<file path="src/rtl/mem_ctrl_pkg.sv">
// Shared encodings for the byte-serial memory controller.
package mem_ctrl_pkg;

  localparam int          MC_XLEN        = 32;
  localparam int          ROB_SIZE_WIDTH = 4;
  localparam logic [31:0] MC_IO_BASE     = 32'h0003_0000;

  localparam logic [1:0] MEM_BYTE = 2'd0;
  localparam logic [1:0] MEM_HALF = 2'd1;
  localparam logic [1:0] MEM_WORD = 2'd2;

  typedef enum logic [1:0] {
    MC_IDLE  = 2'd0,
    MC_READ  = 2'd1,
    MC_WRITE = 2'd2
  } mc_state_e;

  typedef enum logic {
    SRC_IF  = 1'b0,
    SRC_LSB = 1'b1
  } mc_src_e;

  // Number of bus bytes for a width code; the unused code 3 behaves as a word.
  function automatic logic [2:0] width_to_len(input logic [1:0] width);
    case (width)
      MEM_BYTE: return 3'd1;
      MEM_HALF: return 3'd2;
      default:  return 3'd4;
    endcase
  endfunction

endpackage

</file>
<file path="src/rtl/mem_ctrl_load_extend.sv">
// Zero/sign extension of an assembled little-endian load word.
module mem_ctrl_load_extend
  import mem_ctrl_pkg::*;
#(
  parameter int XLEN = MC_XLEN
) (
  input  logic [XLEN-1:0] raw,
  input  logic [1:0]      width,
  input  logic            is_signed,
  output logic [XLEN-1:0] ext
);

  // Extend the low byte/half according to width; words pass through.
  always_comb begin
    ext = raw;
    case (width)
      MEM_BYTE: ext = {{(XLEN-8){is_signed & raw[7]}}, raw[7:0]};
      MEM_HALF: ext = {{(XLEN-16){is_signed & raw[15]}}, raw[15:0]};
      default:  ext = raw;
    endcase
  end

endmodule

</file>
<file path="src/rtl/mem_ctrl.sv">
// Byte-serial memory controller: arbitrates ifetch and LSB onto one 8-bit bus.
//
// state    | meaning
// MC_IDLE  | bus free, grant a pending request (unless flush)
// MC_READ  | issue read addresses, collect bytes one cycle behind
// MC_WRITE | drive one store byte per cycle, stalled by IO back-pressure
module mem_ctrl
  import mem_ctrl_pkg::*;
#(
  parameter int              XLEN         = MC_XLEN,
  parameter int              ROB_ID_WIDTH = ROB_SIZE_WIDTH,
  parameter logic [XLEN-1:0] IO_BASE      = XLEN'(MC_IO_BASE)
) (
  input  logic                    clk,
  input  logic                    rst,
  input  logic                    rdy,
  input  logic                    flush,
  input  logic                    io_buffer_full,
  input  logic [7:0]              mem_din,
  output logic [7:0]              mem_dout,
  output logic [XLEN-1:0]         mem_a,
  output logic                    mem_wr,
  input  logic                    if_req,
  input  logic [XLEN-1:0]         if_addr,
  output logic                    if_done,
  output logic [XLEN-1:0]         if_data,
  input  logic                    lsb_req,
  input  logic                    lsb_wr,
  input  logic [1:0]              lsb_width,
  input  logic                    lsb_signed,
  input  logic [XLEN-1:0]         lsb_addr,
  input  logic [XLEN-1:0]         lsb_wdata,
  input  logic [ROB_ID_WIDTH-1:0] lsb_id,
  output logic                    mem_busy,
  output logic                    mem_data_ready,
  output logic [XLEN-1:0]         mem_data,
  output logic [ROB_ID_WIDTH-1:0] mem_id,
  output logic                    lsb_store_done
);

  localparam int NBYTES = XLEN / 8;

  mc_state_e               state_q, state_d;
  mc_src_e                 src_q, src_d;
  mc_src_e                 last_grant_q, last_grant_d;
  logic [XLEN-1:0]         addr_q, addr_d;
  logic [2:0]              len_q, len_d;
  logic [2:0]              cnt_q, cnt_d;
  logic [XLEN-1:0]         wdata_q, wdata_d;
  logic [ROB_ID_WIDTH-1:0] id_q, id_d;
  logic                    signed_q, signed_d;
  logic [1:0]              width_q, width_d;
  logic [XLEN-1:0]         rdata_q, rdata_d;
  logic                    if_done_q, if_done_d;
  logic [XLEN-1:0]         if_data_q, if_data_d;
  logic                    mem_data_ready_q, mem_data_ready_d;
  logic [XLEN-1:0]         mem_data_q, mem_data_d;
  logic [ROB_ID_WIDTH-1:0] mem_id_q, mem_id_d;
  logic                    store_done_q, store_done_d;

  logic [XLEN-1:0] cur_addr;
  logic [XLEN-1:0] rd_merged;
  logic [XLEN-1:0] ext_data;
  logic [7:0]      wr_byte;
  logic            io_block;
  logic            pick_lsb;
  logic            pick_if;

  assign cur_addr = addr_q + XLEN'(cnt_q);
  assign wr_byte  = wdata_q[{cnt_q[1:0], 3'b000} +: 8];
  assign io_block = (cur_addr >= IO_BASE) && io_buffer_full;
  // LSB wins a tie unless it was the last one served.
  assign pick_lsb = lsb_req & (~if_req | (last_grant_q == SRC_IF));
  assign pick_if  = if_req & ~pick_lsb;

  // Byte k of a read lands on mem_din while cnt_q == k+1; merge it into the word.
  always_comb begin
    rd_merged = rdata_q;
    for (int i = 0; i < NBYTES; i++) begin
      if (cnt_q == 3'(i + 1)) rd_merged[8*i +: 8] = mem_din;
    end
  end

  mem_ctrl_load_extend #(.XLEN(XLEN)) u_load_extend (
    .raw       (rd_merged),
    .width     (width_q),
    .is_signed (signed_q),
    .ext       (ext_data)
  );

  // Next-state, grant latching, byte sequencing and completion pulses.
  always_comb begin
    state_d          = state_q;
    src_d            = src_q;
    last_grant_d     = last_grant_q;
    addr_d           = addr_q;
    len_d            = len_q;
    cnt_d            = cnt_q;
    wdata_d          = wdata_q;
    id_d             = id_q;
    signed_d         = signed_q;
    width_d          = width_q;
    rdata_d          = rdata_q;
    if_done_d        = 1'b0;
    if_data_d        = if_data_q;
    mem_data_ready_d = 1'b0;
    mem_data_d       = mem_data_q;
    mem_id_d         = mem_id_q;
    store_done_d     = 1'b0;

    case (state_q)
      MC_IDLE: begin
        if (!flush && pick_lsb) begin
          src_d        = SRC_LSB;
          last_grant_d = SRC_LSB;
          addr_d       = lsb_addr;
          len_d        = width_to_len(lsb_width);
          width_d      = lsb_width;
          signed_d     = lsb_signed;
          id_d         = lsb_id;
          wdata_d      = lsb_wdata;
          cnt_d        = 3'd0;
          rdata_d      = '0;
          state_d      = lsb_wr ? MC_WRITE : MC_READ;
        end else if (!flush && pick_if) begin
          src_d        = SRC_IF;
          last_grant_d = SRC_IF;
          addr_d       = if_addr;
          len_d        = 3'd4;
          width_d      = MEM_WORD;
          signed_d     = 1'b0;
          cnt_d        = 3'd0;
          rdata_d      = '0;
          state_d      = MC_READ;
        end
      end

      MC_READ: begin
        if (flush) begin
          state_d = MC_IDLE;
          cnt_d   = 3'd0;
        end else begin
          if (cnt_q != 3'd0) rdata_d = rd_merged;
          if (cnt_q == len_q) begin
            state_d = MC_IDLE;
            cnt_d   = 3'd0;
            if (src_q == SRC_IF) begin
              if_done_d = 1'b1;
              if_data_d = rd_merged;
            end else begin
              mem_data_ready_d = 1'b1;
              mem_data_d       = ext_data;
              mem_id_d         = id_q;
            end
          end else begin
            cnt_d = cnt_q + 3'd1;
          end
        end
      end

      MC_WRITE: begin
        // Stores are already committed, so flush does not stop them.
        if (!io_block) begin
          if (cnt_q == len_q - 3'd1) begin
            state_d      = MC_IDLE;
            cnt_d        = 3'd0;
            store_done_d = 1'b1;
          end else begin
            cnt_d = cnt_q + 3'd1;
          end
        end
      end

      default: state_d = MC_IDLE;
    endcase
  end

  // State register; rdy low freezes everything.
  always_ff @(posedge clk) begin
    if (rst) begin
      state_q          <= MC_IDLE;
      src_q            <= SRC_IF;
      last_grant_q     <= SRC_IF;
      addr_q           <= '0;
      len_q            <= '0;
      cnt_q            <= '0;
      wdata_q          <= '0;
      id_q             <= '0;
      signed_q         <= 1'b0;
      width_q          <= '0;
      rdata_q          <= '0;
      if_done_q        <= 1'b0;
      if_data_q        <= '0;
      mem_data_ready_q <= 1'b0;
      mem_data_q       <= '0;
      mem_id_q         <= '0;
      store_done_q     <= 1'b0;
    end else if (rdy) begin
      state_q          <= state_d;
      src_q            <= src_d;
      last_grant_q     <= last_grant_d;
      addr_q           <= addr_d;
      len_q            <= len_d;
      cnt_q            <= cnt_d;
      wdata_q          <= wdata_d;
      id_q             <= id_d;
      signed_q         <= signed_d;
      width_q          <= width_d;
      rdata_q          <= rdata_d;
      if_done_q        <= if_done_d;
      if_data_q        <= if_data_d;
      mem_data_ready_q <= mem_data_ready_d;
      mem_data_q       <= mem_data_d;
      mem_id_q         <= mem_id_d;
      store_done_q     <= store_done_d;
    end
  end

  // Bus drive is derived from the current state; idle bus shows zeros.
  always_comb begin
    mem_a    = (state_q == MC_IDLE) ? '0 : cur_addr;
    mem_dout = (state_q == MC_WRITE) ? wr_byte : 8'h00;
    mem_wr   = rdy && (state_q == MC_WRITE) && !io_block;
  end

  assign mem_busy       = (state_q != MC_IDLE);
  assign if_done        = if_done_q;
  assign if_data        = if_data_q;
  assign mem_data_ready = mem_data_ready_q;
  assign mem_data       = mem_data_q;
  assign mem_id         = mem_id_q;
  assign lsb_store_done = store_done_q;

endmodule
</file>
<file path="config.mk">
export PLATFORM = sky130hd
export DESIGN_NAME = mem_ctrl
export DESIGN_NICKNAME = d
export VERILOG_FILES = /design/src/rtl/mem_ctrl_pkg.sv /design/src/rtl/mem_ctrl_load_extend.sv /design/src/rtl/mem_ctrl.sv
export SDC_FILE = /design/constraint.sdc
export NUM_CORES = 1
export LEC_CHECK = 0
export ABC_AREA = 0
export BUFFER_PORTS_ARGS = -buffer_cell sky130_fd_sc_hd__clkbuf_2
export CAP_MARGIN = 10
export CORE_MARGIN = 2
export CORE_UTILIZATION = 48
export CTS_CLUSTER_DIAMETER = 50
export DETAILED_ROUTE_END_ITERATION = 16
export GPL_TIMING_DRIVEN = 0
export PLACE_DENSITY_LB_ADDON = 0.1
export SYNTH_ARGS = -nofsm -noshare
export SYNTH_HDL_FRONTEND = slang
export SYNTH_SLANG_ARGS = --single-unit
export TNS_END_PERCENT = 50
</file>
<file path="constraint.sdc">
create_clock -name clk -period 4.1 [get_ports clk]
set_clock_uncertainty 0.2 [all_clocks]
set_input_delay 1.23 -clock clk [delete_from_list [all_inputs] [get_ports clk]]
set_output_delay 1.23 -clock clk [all_outputs]
set_load 0.01 [all_outputs]
</file>
# Yosys cells after proc, flatten, opt, wreduce, memory -nomap -nowiden
# Index checks and enable logic that the tools add are counted.
# totals
register_bits	183
memories	0
out_inout_bits	113
word_cells	116
latch_bits	0
ram_bits	0
mem_bits_ro	0
input_bits	119
# classes
eq_ne	16
n_lt_le_gt_ge	1
n_div	0
n_shift	1
bitwise_logic	9
n_mul	0
n_reduce_logical	22
n_addsub	3
mux	48
# ops
cell	n
two-way mux 32 bit	7
case mux 32 bit (2 select lines)	2
two-way mux 8 bit	5
adder 32 x 3 -> 32 bit	1
>= comparator 32 x 18 -> 1 bit, second input constant	1
variable part select 32 x 6 -> 8 bit	1
two-way mux 3 bit	8
AND reduction 5 bit	4
two-way mux 2 bit	9
two-way mux 1 bit	14
case mux 3 bit (3 select lines)	1
inequality test 2 bit, second input constant	4
equality test 2 x 1 -> 1 bit, second input constant	3
equality test 3 x 2 -> 1 bit, second input constant	2
equality test 3 bit	2
logical NOT 2 bit	3
inequality test 3 bit, second input constant	2
case mux 2 bit (3 select lines)	1
case mux 3 bit (2 select lines)	1
AND reduction 3 bit	2
nonzero test 2 bit	3
nonzero test 3 bit	2
logical AND 1 bit	5
AND 1 bit	4
other kinds (9)	13

# Logic depth before layout (Yosys ltp)
# Gate-level depths: netlist of the first run.
# depth
depth_word	9
mapped_depth	12
depth_no_buf	10

# Modules after synthesis
# Synthesis of the first run repeated with hierarchy kept, for this count alone.
# unflattened
hier_cells	1104
hier_area_um2	9100.0
# modules_own_cells
module	n_inst	area_per_inst_um2	cells_per_inst	seq_area_each_um2
mem_ctrl	1	8714.6	1038	3663.5
mem_ctrl_load_extend	1	385.4	66	0.0

# Least setup slack after synthesis of the first run
# OpenSTA, ideal clock, no wires.
# synth_path
path_kind	reg2out
start	reg cnt_q[0]
end	out mem_wr
t_arrival_ps	2970
n_path_buf	1
stages_incl_launch_ff	11
path_slack_ps	-300
cell_sequence	dfxtp_1 ha_1 fa_1 a21oi_1 or4_1 buf_2 or3_1 mux2i_1 or4_4 o31ai_1 and3_1
# synth_via
elab_chain_cells	5
# synth_lines
element	line	rtl
start: declaration	mem_ctrl.sv:48	logic [2:0] cnt_q, cnt_d;
start signal: assignment	mem_ctrl.sv:204	cnt_q <= cnt_d;
adder 32 x 3 -> 32 bit	mem_ctrl.sv:69	assign cur_addr = addr_q + XLEN'(cnt_q);
>= comparator 32 x 18 -> 1 bit	mem_ctrl.sv:71	assign io_block = (cur_addr >= IO_BASE) && io_buffer_full;
logical AND 1 bit	mem_ctrl.sv:71	
logical NOT 1 bit	mem_ctrl.sv:223	mem_wr = rdy && (state_q == MC_WRITE) && !io_block;
logical AND 1 bit	mem_ctrl.sv:223	
end: declaration	mem_ctrl.sv:22	output logic mem_wr,
# Every way passes these cells.

# Worst setup path in the final report of the first run
# layout_path
start	reg addr_q[5]
end	out mem_wr
# layout_via
elab_chain_cells	5
# layout_lines
element	line	rtl
start: declaration	mem_ctrl.sv:46	logic [XLEN-1:0] addr_q, addr_d;
start signal: assignment	mem_ctrl.sv:202	addr_q <= addr_d;
adder 32 x 3 -> 32 bit	mem_ctrl.sv:69	
>= comparator 32 x 18 -> 1 bit	mem_ctrl.sv:71	
logical AND 1 bit	mem_ctrl.sv:71	
logical NOT 1 bit	mem_ctrl.sv:223	
logical AND 1 bit	mem_ctrl.sv:223	
# Every way passes these cells.

==> results of run 1 <==
[layout make-up]
class / count / area (um2) / share of cell area [%]
clock buffer: 19 / 452.9 / 4.125
antenna: 1 / 2.502 / 0.02279
clock inverter: 13 / 161.4 / 1.470
buffer: 80 / 319.1 / 2.906
inverter: 23 / 86.33 / 0.7862
timing repair buffer: 235 / 1189 / 10.83
multi-input combinational: 749 / 4811 / 43.81
sequential: 183 / 3672 / 33.44
tap: 229 / 286.5 / 2.609
[how the worst max path moves through the flow]
stage	slack, ps	to	start	depth (start not counted)
finish	-650	mem_wr	addr_q[5]	9
floorplan	-20	mem_wr	cnt_q[0]	10
global placement	-370	mem_wr	addr_q[5]	8
detailed placement	-360	mem_wr	addr_q[5]	8
CTS	-660	mem_wr	cnt_q[0]	11
global route	-740	mem_wr	addr_q[16]	10
[synthesized netlist by cell type (4+ instances only)]
master	number
a211oi_1	52
dfxtp_1	183
o31ai_1	4
ha_1	13
mux2_2	24
and3_1	5
inv_1	23
buf_1	14
or2_2	6
nand3_1	38
nor2b_1	7
a22oi_1	9
nand2_1	115
nor2_1	163
and2_1	11
xor2_1	18
xnor2_1	18
nand4_1	9
or3_1	6
nor3_1	32
clkbuf_1	63
mux4_2	8
a21oi_1	95
mux2i_1	72
o21ai_0	4
[worst register-to-register path: stages (launching register included)]
cell      delay (ps)
dfxtp_2          440
buf_1            500
inv_1            180
ha_1             210
nor2b_1          120
buf_2            220
mux2i_1          260
o31ai_4          510
a41o_1           380
clkbuf_1         380
a21oi_1          170
nor3_1           200
[stage by stage]
stage | cells | hold WS (ps) | worst slack (ps) | total power, mW
2_1_floorplan | 1037 | 228.5 | -24.96 | 2.168
3_3_place_gp | 1497 | 234.8 | -369.0 | 2.344
3_5_place_dp | 1497 | 242.1 | -364.6 | 2.350
4_1_cts | 1531 | 252.1 | -662.4 | 4.044
5_1_grt | 1532 | 268.7 | -744.9 | 4.170
6_report | 1532 | 247.5 | -649.9 | 4.031
[what timing repair did]
| item | in CTS | in global routing |
|---|---|---|
| hold buffers | 0 | 0 |
| hold endpoints to repair | 0 | 0 |
| cloned | 0 | 0 |
| pin swaps | 3 | 5 |
| endpoints found under the setup margin | 17 | 15 |
| gates resized for setup | 5 | 9 |
| buffers inserted | 3 | 1 |
[power by group through the flow]
stage          combinational, mW  sequential, mW  clock, mW
6_report                   0.456            1.87       1.71
5_1_grt                    0.503            1.87       1.79
4_1_cts                    0.450            1.86       1.73
3_5_place_dp               0.445            1.91          0
3_3_place_gp               0.440            1.90          0
2_1_floorplan              0.273            1.90          0
[cells by family after synthesis]
family,after synthesis
AND/OR/NAND/NOR,410
AO/OA/AOI/OAI,184
flip-flops,183
buffers and inverters,105
multiplexers,105
XOR/XNOR,36
adder cells (fa/ha/maj),14
[metal layers]
| layer | wire length (um) | track usage (%) |
|---|---|---|
| met1 | 12030 | 36.95 |
| met4 | 248 | 5.210 |
| met3 | 1539 | 5.747 |
| met2 | 11900 | 41.95 |
| met5 | 0 | 0 |
[registers in the layout, summed over array words and instances, names as in the netlist]
signal / count
if_data: 32
if_done: 1
wdata_q: 32
last_grant_q: 1
cnt_q: 3
addr_q: 32
width_q: 2
mem_data_ready: 1
state_q: 2
mem_data: 32
signed_q: 1
id_q: 4
lsb_store_done: 1
mem_id: 4
rdata_q: 32
len_q: 3
==> summary.md, run 1 <==
| Metric | Value |
|---|---|
| Run status | finished, violations left |
| Failing checks | setup timing |
| Commonest non-fill, non-tap cell in the layout | clkbuf_2 |
| Final Cell Area | about 11000 um2 |
| H-tree Lvls | 4 |
| FF-to-FF path depth | 11 |
| Fin nets | about 1400 |
| Pleak | 4.386 nW |
| Rows | 49 |
| Post-synth EDFFs | 0 |
| R2R Setup Slk | approximately 250 ps |
| Post-synth top area cell | dfxtp_1 |
| RR Endpoint | mem_data[31] |
| Total global-route track usage | between 20% and 30% |
| CTS tree | yes |
| Largest net degree at the start of global routing | 18 |
| CP Class | register to primary output |
| Post-Synthesis Cell Area | 8776 um2 |
| Relative slew slack | about 47% |
| Final setup viols | 1 |
| CP max-delay cell | or4_4 |
| Cts bufs inserted | 17 |
| Synth cell types | 58 |
| Mux cell area share after synthesis | a little over an eighth |
| Hold Vio Cnt, Final | 0 |
| Detailed Place HPWL | 19.32 mm |
| Fillers | 1678 |
| Pwr per Cell Area | approximately 370 nW/um2 |
| WP buf/inv | 2 |
| Top post-synthesis cells by area | dfxtp_1, mux2i_1, nor2_1 |
| Largest delay contributor family on the critical path | simple AND/OR/NAND/NOR gates |
| Yosys top cell area share | roughly two fifths |
| GR Overflow Total | 0 |
| Vias post-DR | between 8000 and 9000 |
| Layout Utilization | between 60% and 70% |
| Largest stage delay on the critical path | 550 ps |
| Simple-Gate Fraction of Synth Area | 21.03% |
| Synth Area in Compound Gates | a little over an eighth |
| Dominant synthesized flop cell | dfxtp_1 |
| Worst skew pair latency | ~430 ps |
| DR WL/cell | around 17 um |
| Die Wd | 139.2 um |
| Critical-path cell list | nand4_4 > or4_4 > buf_6 > o31ai_2 > nand3_1 > or4_4 > o31ai_4 > and3_1 > buf_4 |
| Cell mode on critical path | or4_4 |
| Vias in the first global route | 7642 |
| Clock slew seen by the registers of the worst setup and hold paths | around 70 ps |
| Setup crit start kind | register |
| Ys async rst share | 0% |
| Detailed Route WL | around 26 mm |
| Starting density of the core | 48.85% |
| HP Class | register to register |
| RSZ-0062 raised after global routing | true |
| Reg power frac | 46.3% |
| Minimum clock period | between 4000 and 5000 ps |
| Buffers on Ports | ~230 |
| Root Buffer | clkbuf_16 |
| First DRT Iteration DRCs | approximately 420 |
| Maximum vdd ir drop | 0.0002896 V |
| Share of cells above drive strength 1 | 26.04% |
| Die height | approximately 140 um |
| Critical path arrival | between 3000 and 4000 ps |
| I/O pin count | ~230 |
| Residual DRC | 0 |
| Clock power frac | around 42% |
| Final setup margin | -649.9 ps |
| Critical path required time | ~2700 ps |
| Comb pwr share | 11.3% |
| Endpoint, Worst Hold | rdata_q[15] |
| Drt pass-1 iters | 5 |
| Endpoint type of the worst setup path | primary output |
| Initial antenna violation count | 1 |
| Commonest non-fill, non-tap cells in the layout | clkbuf_2, dfxtp_1, nor2_1 |
| Post-Synth Adder-Cell Area | about 2.1% |
| Max FO, Critical Path | 9 |
| Seq/Total Area, Yosys | a little over two fifths |
| P_int | about 2.9 mW |
| Max clock buf depth | 2 |
| Max-cap viol count | 0 |
| Fmax | between 0.2 and 0.25 GHz |
| Vias/cell | ~5.4 |
| Mean Syn Cell Area | 8.463 um2 |
| Final period util | 115.9% |
| Routed Antenna Nets | 0 |
| Synth warnings | 0 |
| HP Start | rdata_q[15] |
| CORE AREA | approximately 18000 um2 |
| Seq cells post-synth | 183 |
| Slew @ Worst Pin | about 790 ps |
| Switching share of power | a little over a quarter |
| Synth Area in XOR/XNOR | 3.593% |
| Global-route wire length before repair | 40.66 mm |
| Max-slew violation count | 0 |
| Sum Neg Setup Slack | -649.9 ps |
| Layout Area Growth over Synthesis | 25.12% |
| Post-Syn Instances | roughly 1000 |
| Placed instance area | approximately 10000 um2 |
| Largest family of logic cells by synthesized area | simple AND/OR/NAND/NOR gates |
| Placer Congestion | 0.8478 |
| Worst flop-to-flop path startpoint | cnt_q[1] |
| CTS sink count | 183 |
| Die ar. | ~19000 um2 |
| Hold Path Depth | 2 |
| Psw | ~1.1 mW |
| Net Count, Synth | around 1200 |
Note: power is estimated with default switching activity, not from simulation.
==> run 2, diff against run 1 <==
--- a/config.mk
+++ b/config.mk
@@ -13,7 +13,7 @@
 export CTS_CLUSTER_DIAMETER = 50
 export DETAILED_ROUTE_END_ITERATION = 16
 export GPL_TIMING_DRIVEN = 0
-export PLACE_DENSITY_LB_ADDON = 0.1
+export PLACE_DENSITY = 0.79
 export SYNTH_ARGS = -nofsm -noshare
 export SYNTH_HDL_FRONTEND = slang
 export SYNTH_SLANG_ARGS = --single-unit
==> run 2 against run 1 <==
  * The run still ends with setup timing left
  * Clock power shrank 5%
  * First-iteration DRC count grew 33%
  * Setup slack improved by 140 ps
  * Via count increased by 1.8%
  * Total power fell by 2.2%
  * Design area is essentially flat
  * Worst hold slack better by 5.9 ps
  * Die area unchanged
  * Highest routed layer unchanged
==> summary.md, run 2 (synthesis results as in run 1) <==
| Metric | Value |
|---|---|
| Vias in the first global route | 8134 |
| Critical path required time | about 2700 ps |
| Commonest non-fill, non-tap cells in the layout | clkbuf_2, dfxtp_1, nor2_1 |
| First DRT Iteration DRCs | 554 |
| Fmax | roughly 0.22 GHz |
| Fillers | approximately 1600 |
| FF-to-FF path depth | 11 |
| Worst skew pair latency | 440 ps |
| HP Start | rdata_q[14] |
| CP Class | register to primary output |
| RSZ-0062 raised after global routing | true |
| CORE AREA | 17960 um2 |
| Total global-route track usage | 26.42% |
| CTS tree | yes |
| Minimum clock period | roughly 4600 ps |
| Rows | between 40 and 50 |
| Pwr per Cell Area | 359.4 nW/um2 |
| Relative slew slack | between 40% and 50% |
| Commonest non-fill, non-tap cell in the layout | clkbuf_2 |
| Slew @ Worst Pin | between 800 and 900 ps |
| Root Buffer | clkbuf_16 |
| Non-Filler Instances | between 1500 and 2000 |
| Run status | finished, violations left |
| Die height | approximately 140 um |
| Die Wd | 139.2 um |
| Max clock buf depth | 2 |
| Starting density of the core | 48.85% |
| H-tree Lvls | 4 |
| CTS sink count | 183 |
| Pleak | 4.383 nW |
| Initial antenna violation count | 0 |
| Final Cell Area | around 11000 um2 |
| Vias post-DR | 8401 |
| Buffers on Ports | 231 |
| Placed cells | 1497 |
| Hold Path Depth | 2 |
| Share of cells above drive strength 1 | roughly a quarter |
| I/O pin count | 232 |
| Cts bufs inserted | 17 |
| Hold_buf cts | 0 |
| GR Overflow Total | 0 |
| Max-cap viol count | 0 |
| HP Class | register to register |
| Maximum vdd ir drop | between 0.0003 and 0.0004 V |
| Ant diodes | 0 |
| Failing checks | setup timing |
| Residual DRC | 0 |
| Routed Antenna Nets | 0 |
| Sum Neg Setup Slack | -508.4 ps |
| Drt pass-1 iters | 5 |
| Placer Congestion | 0.9143 |
| Multi-input gate area | 4795 um2 |
| Layout Area Growth over Synthesis | 25.05% |
| Setup crit start kind | register |
| Clock slew seen by the registers of the worst setup and hold paths | 80 ps |
| Endpoint type of the worst setup path | primary output |
| Sequential cell area | between 3000 and 4000 um2 |
| Placed instance area | approximately 10000 um2 |
| Worst flop-to-flop path startpoint | cnt_q[1] |
| Global-route wire length before repair | about 41 mm |
| DR WL/cell | 16.84 um |
| Final setup margin | -508.4 ps |
| Final setup viols | 1 |
| RR Endpoint | mem_data[31] |
| Die ar. | 19380 um2 |
| Fin nets | approximately 1400 |
| Largest net degree at the start of global routing | 19 |
| Max-slew violation count | 0 |
| Vias/cell | 5.473 |
| Critical path arrival | approximately 3200 ps |
| R2R Setup Slk | ~200 ps |
| Detailed Route WL | ~26 mm |
| Hold Vio Cnt, Final | 0 |
| Detailed Place HPWL | between 15 and 20 mm |
| Final period util | 112.4% |
| Pre-CTS setup slack | -309.1 ps |
| Layout Utilization | between 60% and 70% |
| Max FO, Critical Path | 9 |
| Endpoint, Worst Hold | rdata_q[14] |
## run 2: cell count changes in the layout (fill, tap and decap cells not counted), sizes merged
cell / before / now
buf: 23 / 27
bufinv: 2 / 0
clkinvlp: 0 / 2
clkbuf: 311 / 312
clkinv: 5 / 4
diode: 1 / 0
## run 2: power breakdown
| group | internal (mW) | switching, mW |
|---|---|---|
| clock network | 0.857 | 0.772 |
| registers | 1.82 | 0.0430 |
| logic | 0.168 | 0.282 |
| total | 2.85 | 1.10 |
## run 2: how the worst max path moves through the flow
stage	startpoint	to	slack, ps
2_1_floorplan	cnt_q[0]	mem_wr	-20
3_3_place_gp	addr_q[6]	mem_wr	-340
3_5_place_dp	addr_q[6]	mem_wr	-310
4_1_cts	cnt_q[0]	mem_wr	-640
5_1_grt	addr_q[16]	mem_wr	-680
6_report	addr_q[16]	mem_wr	-510
## run 2: metal layers
metal | GRT usage, % | vias up | share of wire (%)
met4 | 8.134 | 0 | 2.0
met1 | 33.03 | 3978 | 42
met5 | 0 | - | 0
met2 | 45.48 | 292 | 48
li1 | - | 4091 | -
met3 | 6.125 | 40 | 7.6
## run 2: worst max-delay path: stages, from the launching register on
cell      delay [ps]
dfxtp_1          310
buf_2            190
nand4_1          220
or2_2            350
clkbuf_1         200
o31ai_2          330
nand3_1          100
or4_4            520
o31ai_2          180
and3_1           210
buf_6            120
## run 2: area by class of cell
class	instances	area share (%)
sequential	183	33.46
buffer	80	2.839
tap	229	2.611
clock inverter	12	1.186
clock buffer	20	4.253
timing repair buffer	239	11.17
multi-input combinational	749	43.69
inverter	23	0.7867
## run 2: repair_timing
item                       4_1_cts  5_1_grt
resized for setup                3       11
gates cloned                     0        0
pin swaps                        3        5
buffers inserted                 5        3
setup endpoints to repair        8        6
hold endpoints to repair         0        0
## run 2: through the flow
step | hold WS, ps | power (mW)
after floorplan | 228.5 | 2.168
after global placement | 234.6 | 2.334
after detailed placement | 242.2 | 2.344
after CTS | 252.4 | 3.958
after global routing | 268.7 | 4.086
final | 253.4 | 3.944
==> run 3, diff against run 2 <==
--- a/config.mk
+++ b/config.mk
@@ -6,14 +6,13 @@
 export NUM_CORES = 1
 export LEC_CHECK = 0
 export ABC_AREA = 0
-export BUFFER_PORTS_ARGS = -buffer_cell sky130_fd_sc_hd__clkbuf_2
 export CAP_MARGIN = 10
 export CORE_MARGIN = 2
-export CORE_UTILIZATION = 48
-export CTS_CLUSTER_DIAMETER = 50
+export CORE_UTILIZATION = 50
 export DETAILED_ROUTE_END_ITERATION = 16
+export DONT_BUFFER_PORTS = 1
 export GPL_TIMING_DRIVEN = 0
-export PLACE_DENSITY = 0.79
+export PLACE_DENSITY = 0.7
 export SYNTH_ARGS = -nofsm -noshare
 export SYNTH_HDL_FRONTEND = slang
 export SYNTH_SLANG_ARGS = --single-unit
==> run 3 against run 2 <==
  * The flow still finishes with violations (setup timing)
  * Final cell count down 15%
  * Highest routed layer unchanged
  * Worst hold slack worse by 4.5 ps
  * Flip-flop and latch count unchanged
  * Register-to-register slack better by 260 ps
  * Via count fell by 11%
  * First-iteration DRC count decreased by 33%
  * Largest power group unchanged
  * Sequential share of layout area grew 4.0 points
  * Core utilization is 4.2 points lower
  * Clock power shrank 2%
  * Non-clock buffer count decreased by 232
==> summary.md, run 3 (synthesis results as in run 1) <==
| Metric | Value |
|---|---|
| CTS tree | yes |
| Run status | finished, violations left |
| Residual DRC | 0 |
| Setup crit start kind | register |
| Psw | just over 1 mW |
| Commonest non-fill, non-tap cells in the layout | dfxtp_1, nor2_1, nand2_1 |
| Vias post-DR | 7454 |
| Maximum vdd ir drop | slightly above 0.0003 V |
| Ant diodes | 0 |
| CP max-delay cell | or4_4 |
| Met2 routed WL | roughly 12 mm |
| Detailed Route WL | about 25 mm |
| Rows | 48 |
| DR WL/cell | ~19 um |
| Fin nets | between 1000 and 1500 |
| Critical path required time | 2670 ps |
| Placed instance area | 9109 um2 |
| Final Cell Area | roughly 9800 um2 |
| I/O pin count | 232 |
| CTS sink count | 183 |
| Largest delay contributor family on the critical path | simple AND/OR/NAND/NOR gates |
| H-tree Lvls | 4 |
| Metal3 WL | approximately 2.1 mm |
| Layout Area Growth over Synthesis | 11.71% |
| Share of cells above drive strength 1 | about a tenth |
| Clock slew seen by the registers of the worst setup and hold paths | approximately 70 ps |
| Fmax | about 0.22 GHz |
| Crit path from | addr_q[0] |
| HP Start | rdata_q[14] |
| Layout Utilization | a little under three fifths |
| CP Class | register to primary output |
| HP Class | register to register |
| Max-cap viol count | 0 |
| Slew @ Worst Pin | approximately 800 ps |
| Comb pwr share | around a tenth |
| Buffers on Ports | 0 |
| Final period util | 112.3% |
| Reg power frac | between 40% and 50% |
| CORE AREA | roughly 17000 um2 |
| Largest stage delay on the critical path | 460 ps |
| Drt pass-1 iters | 5 |
| Starting density of the core | 50.91% |
| Root Buffer | clkbuf_16 |
| Pwr per Cell Area | 391.1 nW/um2 |
| Max FO, Critical Path | 5 |
| Detailed Place HPWL | 18.19 mm |
| Endpoint type of the worst setup path | primary output |
| Top Layer Used | met4 |
| Vias/cell | 5.743 |
| Critical-path cell list | ha_4 > fa_2 > a21oi_4 > or4_4 > or3_4 > mux2i_1 > or4_4 > o31ai_4 > and3_4 |
| Pleak | 3.351 nW |
| Die Wd | approximately 140 um |
| RSZ-0062 raised after global routing | true |
| Hold Vio Cnt, Final | 0 |
| Final setup viols | 1 |
| Total global-route track usage | about a quarter |
| Cell mode on critical path | or4_4 |
| Relative slew slack | about 45% |
| Max-slew violation count | 0 |
| Cts bufs inserted | 17 |
| GR Overflow Total | 0 |
| M1 wire length | 10.50 mm |
| Failing checks | setup timing |
| Commonest non-fill, non-tap cell in the layout | dfxtp_1 |
| Hold_buf cts | 0 |
| Die ar. | ~19000 um2 |
| Worst skew pair latency | about 440 ps |
| Largest net degree at the start of global routing | 17 |
| WP buf/inv | 0 |
| Die height | 136.5 um |
| Clock power frac | 41.5% |
| Placer Congestion | slightly above 0.9 |
| Worst flop-to-flop path startpoint | cnt_q[1] |
| Final setup margin | -505.7 ps |
| P_int | around 2.8 mW |
| Routed Antenna Nets | 0 |
| Vias in the first global route | 7126 |
| Critical path arrival | ~3200 ps |
| Global-route wire length before repair | ~38 mm |
| Initial antenna violation count | 0 |
| First DRT Iteration DRCs | 373 |
| Max clock buf depth | 2 |
| Minimum clock period | 4606 ps |
| Switching share of power | 26.43% |
==> run 3: changes by cell type in the layout (fill, tap and decap cells not counted), moves of 2 or more <==
cell | before | now
clkbuf_2 | 230 | 1
o31ai_4 | 0 | 2
dfxtp_2 | 4 | 6
o31ai_2 | 3 | 1
clkinvlp_4 | 2 | 4
clkinv_8 | 3 | 0
buf_6 | 3 | 1
inv_6 | 4 | 2
dfxtp_1 | 178 | 176
==> run 3: worst min-delay path, cell delays in order, from the launching register on <==
cell     delay, ps
dfxtp_1        310
nand2_1         50
a21oi_1         50
==> run 3: worst paths after layout <==
kind             endpoint  slack, ps  cells past startpoint
max                mem_wr       -510                      9
min           rdata_q[14]        250                      2
max reg2reg  mem_data[31]        460                     11
min reg2reg   rdata_q[14]        250                      2
==> run 3: metrics by stage <==
step	hold WS [ps]	power, mW	cells	setup TNS (ps)	setup WS, ps
after floorplan	228.5	2.168	1037	-24.96	-24.96
after global placement	234.3	2.263	1262	-930.7	-470.8
after detailed placement	240.0	2.269	1262	-1257	-463.9
after CTS	249.1	3.843	1297	-592.0	-592.0
after global routing	263.3	3.960	1298	-573.2	-573.2
final	248.9	3.834	1298	-505.7	-505.7
==> run 3: power groups by stage <==
stage	registers (mW)	clock network (mW)	logic (mW)
6_report	1.87	1.59	0.372
5_1_grt	1.88	1.67	0.411
4_1_cts	1.87	1.60	0.372
3_5_place_dp	1.91	0	0.360
3_3_place_gp	1.91	0	0.355
2_1_floorplan	1.90	0	0.273
==> run 3: area by class of cell <==
| class | instances | area (um2) |
|---|---|---|
| plain buffers | 78 | 304.0 |
| clock buffers | 22 | 464.2 |
| clock inverters | 9 | 93.84 |
| fillers | 1618 | 7433 |
| inverters | 23 | 86.33 |
| multi-input cells | 749 | 4818 |
| flip-flops and latches | 183 | 3675 |
| well taps | 225 | 281.5 |
| repair buffers | 9 | 80.08 |
==> run 3: routing by layer <==
layer	track usage, %	vias up
li1	-	3641
met1	34.05	3517
met2	43.00	255
met3	7.122	41
met4	7.928	0
met5	0	-
==> run 3: what timing repair did <==
item	CTS	global route
pin swaps	4	11
buffers inserted	5	4
gates resized for setup	8	10
endpoints found under the setup margin	14	15
